===== src/rtl/spi_pkg.sv =====
`default_nettype none
// +----------------------------------------------------------------------------+
// | spi_pkg : shared widths, command-field layout and frame-decoder states.    |
// | Rev 1.0                                                                    |
// +----------------------------------------------------------------------------+
package spi_pkg;

    localparam int SPI_BYTE_W = 8;
    localparam int SPI_ADDR_W = 7;
    localparam int CMD_RW_BIT = 7;

    typedef enum logic [1:0] {
        IDLE    = 2'd0,
        CMD     = 2'd1,
        WR_DATA = 2'd2,
        RD_DATA = 2'd3
    } spi_state_t;

endpackage
`default_nettype wire


===== src/rtl/spi_edge_sync.sv =====
`default_nettype none
// +----------------------------------------------------------------------------+
// | spi_edge_sync : N-stage synchronizer with rise/fall detection.             |
// | Rev 1.0                                                                    |
// +----------------------------------------------------------------------------+
module spi_edge_sync #(
    parameter int SYNC_STAGES = 2
) (
    input  logic clk,
    input  logic i_async,
    output logic level,
    output logic rise,
    output logic fall
);

    logic [SYNC_STAGES-1:0] r_sync;
    logic                   r_prev;

    // Left unreset so the chain keeps tracking the pin through reset; a pin
    // already low at reset release then produces no spurious edge.
    always_ff @(posedge clk) begin
        r_sync <= {r_sync[SYNC_STAGES-2:0], i_async};
        r_prev <= r_sync[SYNC_STAGES-1];
    end

    assign level = r_sync[SYNC_STAGES-1];
    assign rise  = level & ~r_prev;
    assign fall  = ~level & r_prev;

endmodule
`default_nettype wire


===== src/rtl/spi_reg_slave.sv =====
`default_nettype none
// +----------------------------------------------------------------------------+
// | spi_reg_slave : oversampled SPI mode-0 slave decoding cmd/addr/data frames |
// | into register-bus reads and writes.                          Rev 1.0       |
// +----------------------------------------------------------------------------+
module spi_reg_slave
    import spi_pkg::*;
#(
    parameter int SYNC_STAGES = 2
) (
    input  logic                  clk,
    input  logic                  rst,
    input  logic                  sclk,
    input  logic                  cs_n,
    input  logic                  mosi,
    output logic                  miso,
    output logic                  miso_oe,
    output logic [SPI_ADDR_W-1:0] reg_addr,
    output logic [SPI_BYTE_W-1:0] reg_wdata,
    output logic                  reg_we,
    output logic                  reg_re,
    input  logic [SPI_BYTE_W-1:0] reg_rdata,
    output logic                  frame_active,
    output logic                  frame_done
);

    logic w_sclk_level, w_sclk_rise, w_sclk_fall;
    logic w_cs_level, w_cs_rise, w_cs_fall;
    logic w_mosi, w_mosi_rise, w_mosi_fall;

    spi_edge_sync #(.SYNC_STAGES(SYNC_STAGES)) u_sync_sclk (
        .clk(clk), .i_async(sclk), .level(w_sclk_level), .rise(w_sclk_rise), .fall(w_sclk_fall)
    );
    spi_edge_sync #(.SYNC_STAGES(SYNC_STAGES)) u_sync_cs (
        .clk(clk), .i_async(cs_n), .level(w_cs_level), .rise(w_cs_rise), .fall(w_cs_fall)
    );
    spi_edge_sync #(.SYNC_STAGES(SYNC_STAGES)) u_sync_mosi (
        .clk(clk), .i_async(mosi), .level(w_mosi), .rise(w_mosi_rise), .fall(w_mosi_fall)
    );

    spi_state_t            r_state, w_state_next;
    logic [2:0]            r_bit_cnt;
    logic [SPI_BYTE_W-1:0] r_rx_shift;
    logic [SPI_BYTE_W-1:0] r_tx_shift;
    logic [SPI_BYTE_W-1:0] r_tx_buf;
    logic                  r_load_pend;
    logic                  r_re_d;
    logic [SPI_ADDR_W-1:0] r_addr;
    logic [SPI_BYTE_W-1:0] r_wdata;
    logic                  r_we;
    logic                  r_re;
    logic                  r_frame_active;
    logic                  r_frame_done;
    logic                  r_wait_cs_high;
    logic                  r_rst_q;

    logic                  w_start;
    logic                  w_bit_rx;
    logic                  w_byte_done;
    logic [SPI_BYTE_W-1:0] w_rx_byte;
    logic                  w_we_set;
    logic                  w_re_set;
    logic                  w_unused;

    assign w_unused = &{1'b0, w_sclk_level, w_mosi_rise, w_mosi_fall, r_rx_shift[SPI_BYTE_W-1]};

    assign w_rx_byte   = {r_rx_shift[SPI_BYTE_W-2:0], w_mosi};
    // A cs_n rise in the same cycle as an sclk rise wins: the bit is dropped.
    assign w_bit_rx    = (r_state != IDLE) && w_sclk_rise && !w_cs_rise;
    assign w_byte_done = w_bit_rx && (r_bit_cnt == 3'd7);
    assign w_start     = (r_state == IDLE) && w_cs_fall && !r_wait_cs_high;

    always_comb begin
        w_state_next = r_state;
        w_we_set     = 1'b0;
        w_re_set     = 1'b0;
        if (w_cs_rise) begin
            w_state_next = IDLE;
        end else begin
            case (r_state)
                IDLE: begin
                    if (w_start) begin
                        w_state_next = CMD;
                    end
                end
                CMD: begin
                    if (w_byte_done) begin
                        w_state_next = w_rx_byte[CMD_RW_BIT] ? RD_DATA : WR_DATA;
                        w_re_set     = w_rx_byte[CMD_RW_BIT];
                    end
                end
                WR_DATA: begin
                    w_we_set = w_byte_done;
                end
                RD_DATA: begin
                    w_re_set = w_byte_done;
                end
                default: w_state_next = IDLE;
            endcase
        end
    end

    always_ff @(posedge clk) begin
        r_rst_q <= rst;
    end

    always_ff @(posedge clk) begin
        if (rst) begin
            r_state        <= IDLE;
            r_bit_cnt      <= 3'd0;
            r_rx_shift     <= '0;
            r_tx_shift     <= '0;
            r_tx_buf       <= '0;
            r_load_pend    <= 1'b0;
            r_re_d         <= 1'b0;
            r_addr         <= '0;
            r_wdata        <= '0;
            r_we           <= 1'b0;
            r_re           <= 1'b0;
            r_frame_active <= 1'b0;
            r_frame_done   <= 1'b0;
            r_wait_cs_high <= 1'b0;
        end else begin
            r_state        <= w_state_next;
            r_we           <= w_we_set;
            r_re           <= w_re_set;
            r_re_d         <= r_re;
            r_frame_active <= (w_state_next != IDLE);
            r_frame_done   <= w_cs_rise && (r_state != IDLE);

            // Coming out of reset with cs_n still low: hold off until it returns high.
            if (w_cs_level) begin
                r_wait_cs_high <= 1'b0;
            end else if (r_rst_q) begin
                r_wait_cs_high <= 1'b1;
            end

            if (w_start) begin
                r_bit_cnt  <= 3'd0;
                r_rx_shift <= '0;
            end else if (w_bit_rx) begin
                r_bit_cnt  <= r_bit_cnt + 3'd1;
                r_rx_shift <= w_rx_byte;
            end

            // Reads advance at byte completion (prefetch); writes advance after the strobe.
            if (w_byte_done && (r_state == CMD)) begin
                r_addr <= w_rx_byte[SPI_ADDR_W-1:0];
            end else if (w_byte_done && (r_state == RD_DATA)) begin
                r_addr <= r_addr + 7'd1;
            end else if (r_we) begin
                r_addr <= r_addr + 7'd1;
            end

            if (w_we_set) begin
                r_wdata <= w_rx_byte;
            end

            if (w_state_next == IDLE) begin
                r_tx_shift  <= '0;
                r_load_pend <= 1'b0;
            end else begin
                if (r_re_d) begin
                    r_tx_buf    <= reg_rdata;
                    r_load_pend <= 1'b1;
                end
                if (w_sclk_fall) begin
                    if (r_load_pend) begin
                        r_tx_shift  <= r_tx_buf;
                        r_load_pend <= 1'b0;
                    end else begin
                        r_tx_shift <= {r_tx_shift[SPI_BYTE_W-2:0], 1'b0};
                    end
                end
            end
        end
    end

    assign miso         = r_tx_shift[SPI_BYTE_W-1];
    assign miso_oe      = r_frame_active;
    assign reg_addr     = r_addr;
    assign reg_wdata    = r_wdata;
    assign reg_we       = r_we;
    assign reg_re       = r_re;
    assign frame_active = r_frame_active;
    assign frame_done   = r_frame_done;

endmodule
`default_nettype wire


===== config.mk =====
export PLATFORM = sky130hd
export DESIGN_NAME = spi_reg_slave
export DESIGN_NICKNAME = d
export VERILOG_FILES = /design/src/rtl/spi_pkg.sv /design/src/rtl/spi_edge_sync.sv /design/src/rtl/spi_reg_slave.sv
export SDC_FILE = /design/constraint.sdc
export NUM_CORES = 1
export LEC_CHECK = 0
export ABC_AREA = 1
export CORE_MARGIN = 2
export CORE_UTILIZATION = 53
export CTS_CLUSTER_DIAMETER = 150
export DETAILED_ROUTE_END_ITERATION = 12
export GPL_TIMING_DRIVEN = 0
export PLACE_DENSITY_LB_ADDON = 0.25
export SLEW_MARGIN = 20
export SYNTH_ARGS = -nofsm -noshare
export SYNTH_HDL_FRONTEND = slang
export SYNTH_SLANG_ARGS = --single-unit

===== constraint.sdc =====
create_clock -name clk -period 3.94 [get_ports clk]
set_clock_uncertainty 0.05 [all_clocks]
set_input_delay 0.788 -clock clk [delete_from_list [all_inputs] [get_ports clk]]
set_output_delay 0.788 -clock clk [all_outputs]
set_load 0.02 [all_outputs]

==> flow_metrics.env, run 1 <==
export IMPL_crit_family="buffers and inverters"
export IMPL_arrival_ns=1.42
export IMPL_period_minus_slack_ns=2.254
export IMPL_yosys_warnings=0
export IMPL_grt_pass1_wl_um=8266
export IMPL_ctsHoldBuffers=0
export IMPL_ys_seq_elements=59
export IMPL_synth_cell_types=27
export IMPL_filler_cell_count=363
export IMPL_final_cell_mix="59 x dfxtp_1, 58 x nand2_1, 38 x nor2_1, 36 x a21oi_1"
export IMPL_root_buffer="clkbuf_8"
export IMPL_p_leak_nw=1.123
export IMPL_antenna_left=0
export IMPL_dpl_cell_area_sq_um=2738
export IMPL_cts_resized=0
export IMPL_syn_nets=321
export IMPL_critPathBufInv=1
export IMPL_rsz0062_at_grt="false"
export IMPL_core_area_sq_um=4294
export IMPL_path_max_fanout=6
export IMPL_io_buffers=33
export IMPL_ff_latch_area_sq_um=1181
export IMPL_fin_nets=365
export IMPL_routed_wl_um=4830
export IMPL_diodes=0
export IMPL_hold_class="reg -> reg"
export IMPL_worstPathCellList="clkdlybuf4s50_1"
export IMPL_hold_viol=0
export IMPL_maxCapViolCount=0
export IMPL_cp_slowest_cell="clkdlybuf4s50_1"
export IMPL_worst_setup_path_start_kind="flip-flop"
export IMPL_insertion_delay_ns=0.34
export IMPL_slew_headroom=0.5272
export IMPL_numCtsBuffers=9
export IMPL_power_mw=1.123
export IMPL_hpwlAfterDp_um=3398
export IMPL_grt_overflow=0
export IMPL_status="finished clean"
export IMPL_finalInstanceArea_sq_um=2907
export IMPL_synth_cell_area_sq_um=2342
export IMPL_dieArea_sq_um=4967
export IMPL_final_max_slew_viol_count=0
export IMPL_crit_path_end_kind="output port"
export IMPL_wl_per_cell_um=11.90
export IMPL_chipWidth_um=70.48
export IMPL_whs_ns=0.2711
export IMPL_setup_violations=0
export IMPL_start_util=0.5455
export IMPL_viasPerCell=4.973
export IMPL_grt_max_degree=12
export IMPL_antenna_found_initial=0
export IMPL_grt_pass1_vias=1889
export IMPL_setup_tns_ns=0
export IMPL_fmax_mhz=443.6
export IMPL_critPathKind="reg -> out"
export IMPL_place_gp_congestion=0.8752
export IMPL_drc=0
export IMPL_drive_gt1_frac=0.08757
export IMPL_cts_tree="built"
export IMPL_clock_path_buffers=2
export IMPL_first_iter_violations=97
export IMPL_io_pins=34
export IMPL_rows=24
export IMPL_layout_commonest_cell="dfxtp_1"
export IMPL_ir_worst_vdd_uv=338.6
export IMPL_p_per_area_nw_per_um2=386.4
export IMPL_grt_usage=0.2177
export IMPL_period_share=0.5721
export IMPL_syn_inst=305
export IMPL_syn_avg_cell_area_sq_um=7.679
export IMPL_utilization=0.6769
export IMPL_clk_pin_slew_worst_paths_ns=0.07
export IMPL_dr_pass1_iters=4
export IMPL_vias=2019
export IMPL_post_cts_setup_buffers=0
export IMPL_required_ns=3.10
export IMPL_cpPeakStageDelay_ns=0.65
export IMPL_ys_seq_area_frac=0.5043
export IMPL_tightest_slew_ns=0.7044
export IMPL_dieHeight_um=70.48
export IMPL_multi_input_area_sq_um=964.7
export IMPL_h_tree_depth=3
export IMPL_syn2layout_area_growth_pct=24.09
export IMPL_cts_sinks=59
## area by class of cell
type | count | area share
well taps | 52 | 0.02238
clock buffers | 9 | 0.04262
inverters | 33 | 0.04262
repair buffers | 33 | 0.1136
plain buffers | 13 | 0.02497
clock inverters | 7 | 0.01550
multi-input cells | 200 | 0.3319
flip-flops and latches | 59 | 0.4064
## per-layer routing
| metal | GRT usage | wire, um | part of all wire | vias to the layer above |
|---|---|---|---|---|
| met2 | 0.3344 | 2174 | 0.45 | 51 |
| met4 | 0.1645 | 199 | 0.041 | 0 |
| li1 | - | - | - | 1071 |
| met3 | 0.05772 | 246 | 0.051 | 17 |
| met5 | 0 | 0 | 0 | - |
| met1 | 0.2577 | 2210 | 0.46 | 880 |
## flip-flops by register name, indices dropped and copies added (netlist names), 2 cells and up
signal and flops:
u_sync_cs.r_sync 2, r_rx_shift 7, reg_wdata 8, u_sync_sclk.r_sync 2, reg_addr 7, r_tx_buf 8, u_sync_mosi.r_sync 2, r_state 2
r_bit_cnt 3, r_tx_shift 8
## stage by stage
stage	cells	worst slack, ns
after floorplan	305	2.243
after global placement	390	1.377
after detailed placement	390	1.374
after CTS	406	1.678
after global routing	406	1.586
final	406	1.686
## logic make-up (layout without fill, tap and decap cells)
group / after synthesis / after routing / share of synthesized area
and+or+nand+nor: 130 / 130 / 0.2361
DFF: 59 / 59 / 0.5043
muxes: 1 / 1 / 0.004807
AOI/OAI and AO/OA: 63 / 63 / 0.1437
xor gates and xnor gates: 3 / 3 / 0.01122
adders and majority gates: 3 / 3 / 0.01603
buffers and inverters: 46 / 95 / 0.08386
## final timing paths
check | to | slack, ns | from | cells after the start
setup / recovery | reg_addr[2] | 1.69 | reg_addr[2] | 1
hold / removal | u_sync_sclk.r_sync[1] | 0.27 | u_sync_sclk.r_sync[0] | 0
setup reg to reg | reg_addr[6] | 2.14 | r_state[0] | 10
hold reg to reg | u_sync_sclk.r_sync[1] | 0.27 | u_sync_sclk.r_sync[0] | 0
## cells in the mapped netlist, drive strengths merged
library cell / n / area share
or2: 1 / 0.0027
nand2: 61 / 0.10
dfxtp: 59 / 0.50
buf: 6 / 0.020
clkbuf: 7 / 0.011
o211ai: 3 / 0.0096
nor2: 41 / 0.071
ha: 3 / 0.016
a21oi: 36 / 0.077
nor3: 2 / 0.0043
xor2: 2 / 0.0075
a211oi: 4 / 0.013
inv: 33 / 0.053
nand3: 22 / 0.049
xnor2: 1 / 0.0037
mux2: 1 / 0.0048
nand4: 3 / 0.0080
o21ai: 20 / 0.044
## power by group
part,leakage [nW],switching (mW),internal (mW)
Clock,0.0770,0.242,0.223
Combinational,0.567,0.0287,0.0205
Sequential,0.479,0.00481,0.604
Power figures use the tool's default switching activity.
==> inputs of run 2 (changes only) <==
--- a/config.mk
+++ b/config.mk
@@ -7,7 +7,7 @@
 export LEC_CHECK = 0
 export ABC_AREA = 1
 export CORE_MARGIN = 2
-export CORE_UTILIZATION = 53
+export CORE_UTILIZATION = 48
 export CTS_CLUSTER_DIAMETER = 150
 export DETAILED_ROUTE_END_ITERATION = 12
 export GPL_TIMING_DRIVEN = 0
==> constraint.sdc (replaced) <==
create_clock -name clk -period 1.9 [get_ports clk]
set_clock_uncertainty 0.05 [all_clocks]
set_input_delay 0.38 -clock clk [delete_from_list [all_inputs] [get_ports clk]]
set_output_delay 0.38 -clock clk [all_outputs]
set_load 0.02 [all_outputs]
==> run 2 against run 1 <==
- global-route usage fell by 1.6 points
- first-iteration DRC count fell by 2.1%
- combinational power rose by 120%
- sequential cell count stayed put
- total power is 140% higher
- setup slack worse by 1.6 ns
- critical path depth stayed put
- critical path type unchanged
==> flow_metrics.env, run 2 (synthesis gave the netlist of run 1 again) <==
export IMPL_final_cell_mix="57 x nand2_1, 57 x dfxtp_1, 38 x nor2_1, 36 x a21oi_1"
export IMPL_place_gp_congestion=0.7821
export IMPL_tightest_slew_ns=0.5270
export IMPL_min_from="u_sync_sclk.r_sync[0]"
export IMPL_final_max_slew_viol_count=0
export IMPL_whs_endpoint="u_sync_sclk.r_sync[1]"
export IMPL_holdPathStages=0
export IMPL_fin_nets=366
export IMPL_grt_usage=0.2018
export IMPL_viasPerCell=4.934
export IMPL_swShare=0.2083
export IMPL_h_tree_depth=3
export IMPL_first_iter_violations=95
export IMPL_grt_max_degree=11
export IMPL_core_area_sq_um=4723
export IMPL_ir_worst_vdd_uv=919.1
export IMPL_pwr_share_clk=0.483
export IMPL_dr_pass1_iters=4
export IMPL_root_buffer="clkbuf_8"
export IMPL_internal_power_mw=2.101
export IMPL_worstPathCellList="clkdlybuf4s50_1"
export IMPL_cp_slowest_cell="clkdlybuf4s50_1"
export IMPL_finalInstanceArea_sq_um=3008
export IMPL_wl_per_cell_um=11.70
export IMPL_required_ns=1.47
export IMPL_hold_viol=0
export IMPL_clk_pin_slew_worst_paths_ns=0.06
export IMPL_grt_overflow=0
export IMPL_stdcell_count=422
export IMPL_seq_power_share=0.476
export IMPL_crit_path_start="reg_addr[2]"
export IMPL_status="finished clean"
export IMPL_period_minus_slack_ns=1.830
export IMPL_dieHeight_um=73.86
export IMPL_period_share=0.9630
export IMPL_power_mw=2.654
export IMPL_rows=25
export IMPL_antenna_found_initial=0
export IMPL_vias=2082
export IMPL_grt_pass1_wl_um=8397
export IMPL_r2r_end="reg_addr[2]"
export IMPL_io_buffers=33
export IMPL_crit_family="buffers and inverters"
export IMPL_worst_setup_path_start_kind="flip-flop"
export IMPL_diodes=0
export IMPL_dpl_cell_area_sq_um=2756
export IMPL_whs_ns=0.2766
export IMPL_place_ws_ns=-0.2465
export IMPL_cts_tree="built"
export IMPL_switchingPower_mw=0.5527
export IMPL_chipWidth_um=73.86
export IMPL_syn2layout_area_growth_pct=28.42
export IMPL_cts_sinks=59
export IMPL_cpPeakStageDelay_ns=0.64
export IMPL_antenna_left=0
export IMPL_hpwlAfterDp_um=3482
export IMPL_p_per_area_nw_per_um2=882.3
export IMPL_critPathKind="reg -> out"
export IMPL_grt_pass1_vias=1958
export IMPL_dieArea_sq_um=5455
export IMPL_comb_power_share=0.041
export IMPL_maxCapViolCount=0
export IMPL_start_util=0.4959
export IMPL_numCtsBuffers=9
export IMPL_setup_violations=0
export IMPL_crit_path_end_kind="output port"
export IMPL_clock_path_buffers=2
export IMPL_r2r_start="r_bit_cnt[0]"
export IMPL_rsz0062_at_grt="true"
export IMPL_r2r_slack_ns=0.16
export IMPL_critPathBufInv=1
export IMPL_drc=0
export IMPL_arrival_ns=1.40
export IMPL_p_leak_nw=1.178
export IMPL_fin_ws_ns=0.07026
export IMPL_path_max_fanout=6
export IMPL_io_pins=34
export IMPL_fmax_mhz=546.5
export IMPL_slew_headroom=0.6474
export IMPL_insertion_delay_ns=0.33
export IMPL_r2r_cells=10
export IMPL_hold_class="reg -> reg"
export IMPL_routed_wl_um=4937
export IMPL_dpl_cell_count=405
export IMPL_drive_gt1_frac=0.1014
## run 2: area by class of cell
cell class	count	area [sq um]
clock buffers	11	151.4
well taps	67	83.83
clock inverters	5	75.07
multi-input cells	200	975.9
inverters	33	123.9
plain buffers	13	76.32
repair buffers	34	337.8
fillers	424	1715
flip-flops and latches	59	1184
## run 2: routing by layer
layer | track usage | wire (um)
met5 | 0 | 0
met4 | 0.09293 | 70
met3 | 0.04801 | 229
met2 | 0.3373 | 2370
met1 | 0.2438 | 2267
## run 2: how the worst max path moves through the flow
stage	to	cells after the start	slack, ns
CTS	reg_addr[2]	1	0.05
floorplan	r_tx_buf[0]	9	0.31
global placement	r_rx_shift[3]	5	-0.18
detailed placement	r_rx_shift[2]	5	-0.25
global route	reg_addr[2]	1	0.005
finish	reg_addr[2]	1	0.07
## run 2: repair_timing
| action | 4_1_cts | 5_1_grt |
|---|---|---|
| buffers inserted | 0 | 1 |
| endpoints found under the setup margin | 0 | 30 |
| hold buffers | 0 | 0 |
| gates resized for setup | 0 | 6 |
## run 2: per-stage QoR
stage	TNS, ns	util
2_1_floorplan	0	-
3_3_place_gp	-2.739	0.5836
3_5_place_dp	-4.277	0.5836
4_1_cts	0	0.6315
5_1_grt	0	0.6368
6_report	0	0.6368
## run 2: power groups by stage
stage               clock, mW  combinational [mW]  sequential (mW)
floorplan                   0              0.0548             1.29
global placement            0               0.102             1.29
detailed placement          0               0.103             1.29
CTS                      1.30               0.104             1.26
global route             1.36               0.120             1.26
finish                   1.28               0.108             1.26
==> inputs of run 3 (changes only) <==
--- a/config.mk
+++ b/config.mk
@@ -7,7 +7,8 @@
 export LEC_CHECK = 0
 export ABC_AREA = 1
 export CORE_MARGIN = 2
-export CORE_UTILIZATION = 48
+export CORE_UTILIZATION = 50
+export CTS_BUF_LIST = sky130_fd_sc_hd__clkbuf_4 sky130_fd_sc_hd__clkbuf_8
 export CTS_CLUSTER_DIAMETER = 150
 export DETAILED_ROUTE_END_ITERATION = 12
 export GPL_TIMING_DRIVEN = 0
==> run 3 against run 2 <==
- sequential power about the same
- non-clock buffer count fell by 1
- global-route usage grew 1.4 points
- critical path depth is the same
- register-to-register slack is essentially flat
- first-iteration DRC count up 45%
- final area down 1.5%
- routed wire length is 2.0% higher
- maximum frequency grew 0.68%
- via count fell by 0.24%
- clock power fell by 14%
- largest power group is now sequential cells
- highest routed layer unchanged
==> flow_metrics.env, run 3 (synthesis gave the netlist of run 1 again) <==
export IMPL_fin_ws_ns=0.08257
export IMPL_first_iter_violations=138
export IMPL_core_area_sq_um=4444
export IMPL_hpwlAfterDp_um=3617
export IMPL_cts_tree="built"
export IMPL_status="finished clean"
export IMPL_io_buffers=33
export IMPL_fin_nets=365
export IMPL_period_minus_slack_ns=1.817
export IMPL_fmax_mhz=550.2
export IMPL_filler_cell_count=371
export IMPL_critPathBufInv=1
export IMPL_numCtsBuffers=9
export IMPL_worstPathCellList="clkdlybuf4s50_1"
export IMPL_grt_pass1_wl_um=8631
export IMPL_required_ns=1.47
export IMPL_chipWidth_um=72.45
export IMPL_place_ws_ns=-0.1858
export IMPL_hold_viol=0
export IMPL_viasPerCell=5.128
export IMPL_grt_pass1_vias=2044
export IMPL_wl_per_cell_um=12.43
export IMPL_maxCapViolCount=0
export IMPL_insertion_delay_ns=0.34
export IMPL_period_share=0.9565
export IMPL_grt_usage=0.2155
export IMPL_ir_worst_vdd_uv=575.9
export IMPL_clock_path_buffers=2
export IMPL_p_per_area_nw_per_um2=832.5
export IMPL_clk_pin_slew_worst_paths_ns=0.06
export IMPL_rows=24
export IMPL_dieArea_sq_um=5248
export IMPL_setup_violations=0
export IMPL_dieHeight_um=72.45
export IMPL_io_pins=34
export IMPL_post_cts_setup_buffers=0
export IMPL_final_cell_mix="57 x nand2_1, 56 x dfxtp_1, 38 x nor2_1, 36 x a21oi_1, 33 x inv_1"
export IMPL_antenna_left=0
export IMPL_path_max_fanout=6
export IMPL_crit_path_end_kind="output port"
export IMPL_routed_wl_um=5036
export IMPL_drc=0
export IMPL_root_buffer="clkbuf_8"
export IMPL_slew_headroom=0.5931
export IMPL_worst_setup_path_start_kind="flip-flop"
export IMPL_final_max_slew_viol_count=0
export IMPL_crit_family="buffers and inverters"
export IMPL_rsz0062_at_grt="false"
export IMPL_tightest_slew_ns=0.6081
export IMPL_diodes=0
export IMPL_dr_pass1_iters=4
export IMPL_start_util=0.5270
export IMPL_cpPeakStageDelay_ns=0.64
export IMPL_p_leak_nw=1.196
export IMPL_critPathKind="reg -> out"
export IMPL_setup_tns_ns=0
export IMPL_arrival_ns=1.39
export IMPL_drive_gt1_frac=0.09915
export IMPL_cts_sinks=59
export IMPL_dpl_cell_count=390
export IMPL_hold_class="reg -> reg"
export IMPL_layout_commonest_cell="nand2_1"
export IMPL_vias=2077
export IMPL_syn2layout_area_growth_pct=26.50
export IMPL_cp_slowest_cell="clkdlybuf4s50_1"
export IMPL_grt_max_degree=11
export IMPL_h_tree_depth=3
export IMPL_antenna_found_initial=0
export IMPL_grt_overflow=0
export IMPL_stdcell_count=405
export IMPL_place_gp_congestion=0.8068
-- run 3: cell count changes in the layout (fill, tap and decap cells not counted) --
cell | before | now
buf_2 | 1 | 0
buf_6 | 3 | 2
buf_4 | 2 | 3
dfxtp_1 | 57 | 56
dlymetal6s2s_1 | 0 | 2
nor2_4 | 1 | 2
clkinv_2 | 3 | 1
clkbuf_8 | 11 | 14
bufinv_16 | 2 | 0
clkdlybuf4s50_1 | 33 | 31
dfxtp_2 | 2 | 3
nor2_2 | 2 | 1
-- run 3: metal layers --
layer / up-vias / share of wire / track usage
met3: 10 / 0.047 / 0.08611
met4: 0 / 0.020 / 0.08848
met1: 949 / 0.45 / 0.2467
li1: 1077 / - / -
met5: - / 0 / 0
met2: 41 / 0.48 / 0.3588
-- run 3: cell type report --
type / count / area, sq um / share of cell area
inverters: 33 / 123.9 / 0.04181
clock buffers: 14 / 192.7 / 0.06503
flip-flops and latches: 59 / 1185 / 0.3999
clock inverters: 1 / 5.005 / 0.001689
multi-input cells: 200 / 980.9 / 0.3311
well taps: 52 / 65.06 / 0.02196
repair buffers: 33 / 335.3 / 0.1132
plain buffers: 13 / 75.07 / 0.02534
-- run 3: path summary, 6_finish.rpt --
check                           slack [ns]  cells past startpoint                  end                start
worst max-delay path                  0.08                      1          reg_addr[2]          reg_addr[2]
worst min-delay path                  0.27                      0  u_sync_cs.r_sync[1]  u_sync_cs.r_sync[0]
worst max register to register        0.16                      9          r_tx_buf[0]         r_bit_cnt[0]
worst min register to register        0.27                      0  u_sync_cs.r_sync[1]  u_sync_cs.r_sync[0]
-- run 3: timing repair --
| action | CTS | global route |
|---|---|---|
| hold buffers | 0 | 0 |
| hold endpoints to repair | 0 | 0 |
| endpoints found under the setup margin | 0 | 22 |
| resized for setup | 0 | 11 |
-- run 3: stage by stage --
stage / total power [mW] / util / hold WS [ns] / cell area, sq um
2_1_floorplan: 1.344 / - / 0.2596 / 2342
3_3_place_gp: 1.390 / 0.6160 / 0.2608 / 2738
6_report: 2.467 / 0.6667 / 0.2710 / 2963
3_5_place_dp: 1.392 / 0.6160 / 0.2621 / 2738
5_1_grt: 2.563 / 0.6667 / 0.2804 / 2963
4_1_cts: 2.492 / 0.6605 / 0.2738 / 2935
-- run 3: power by group --
part | internal (mW) | switching [mW] | total, mW
Combinational | 0.0443 | 0.0618 | 0.106
Sequential | 1.25 | 0.0107 | 1.26
Clock | 0.642 | 0.455 | 1.10
Total | 1.94 | 0.527 | 2.47
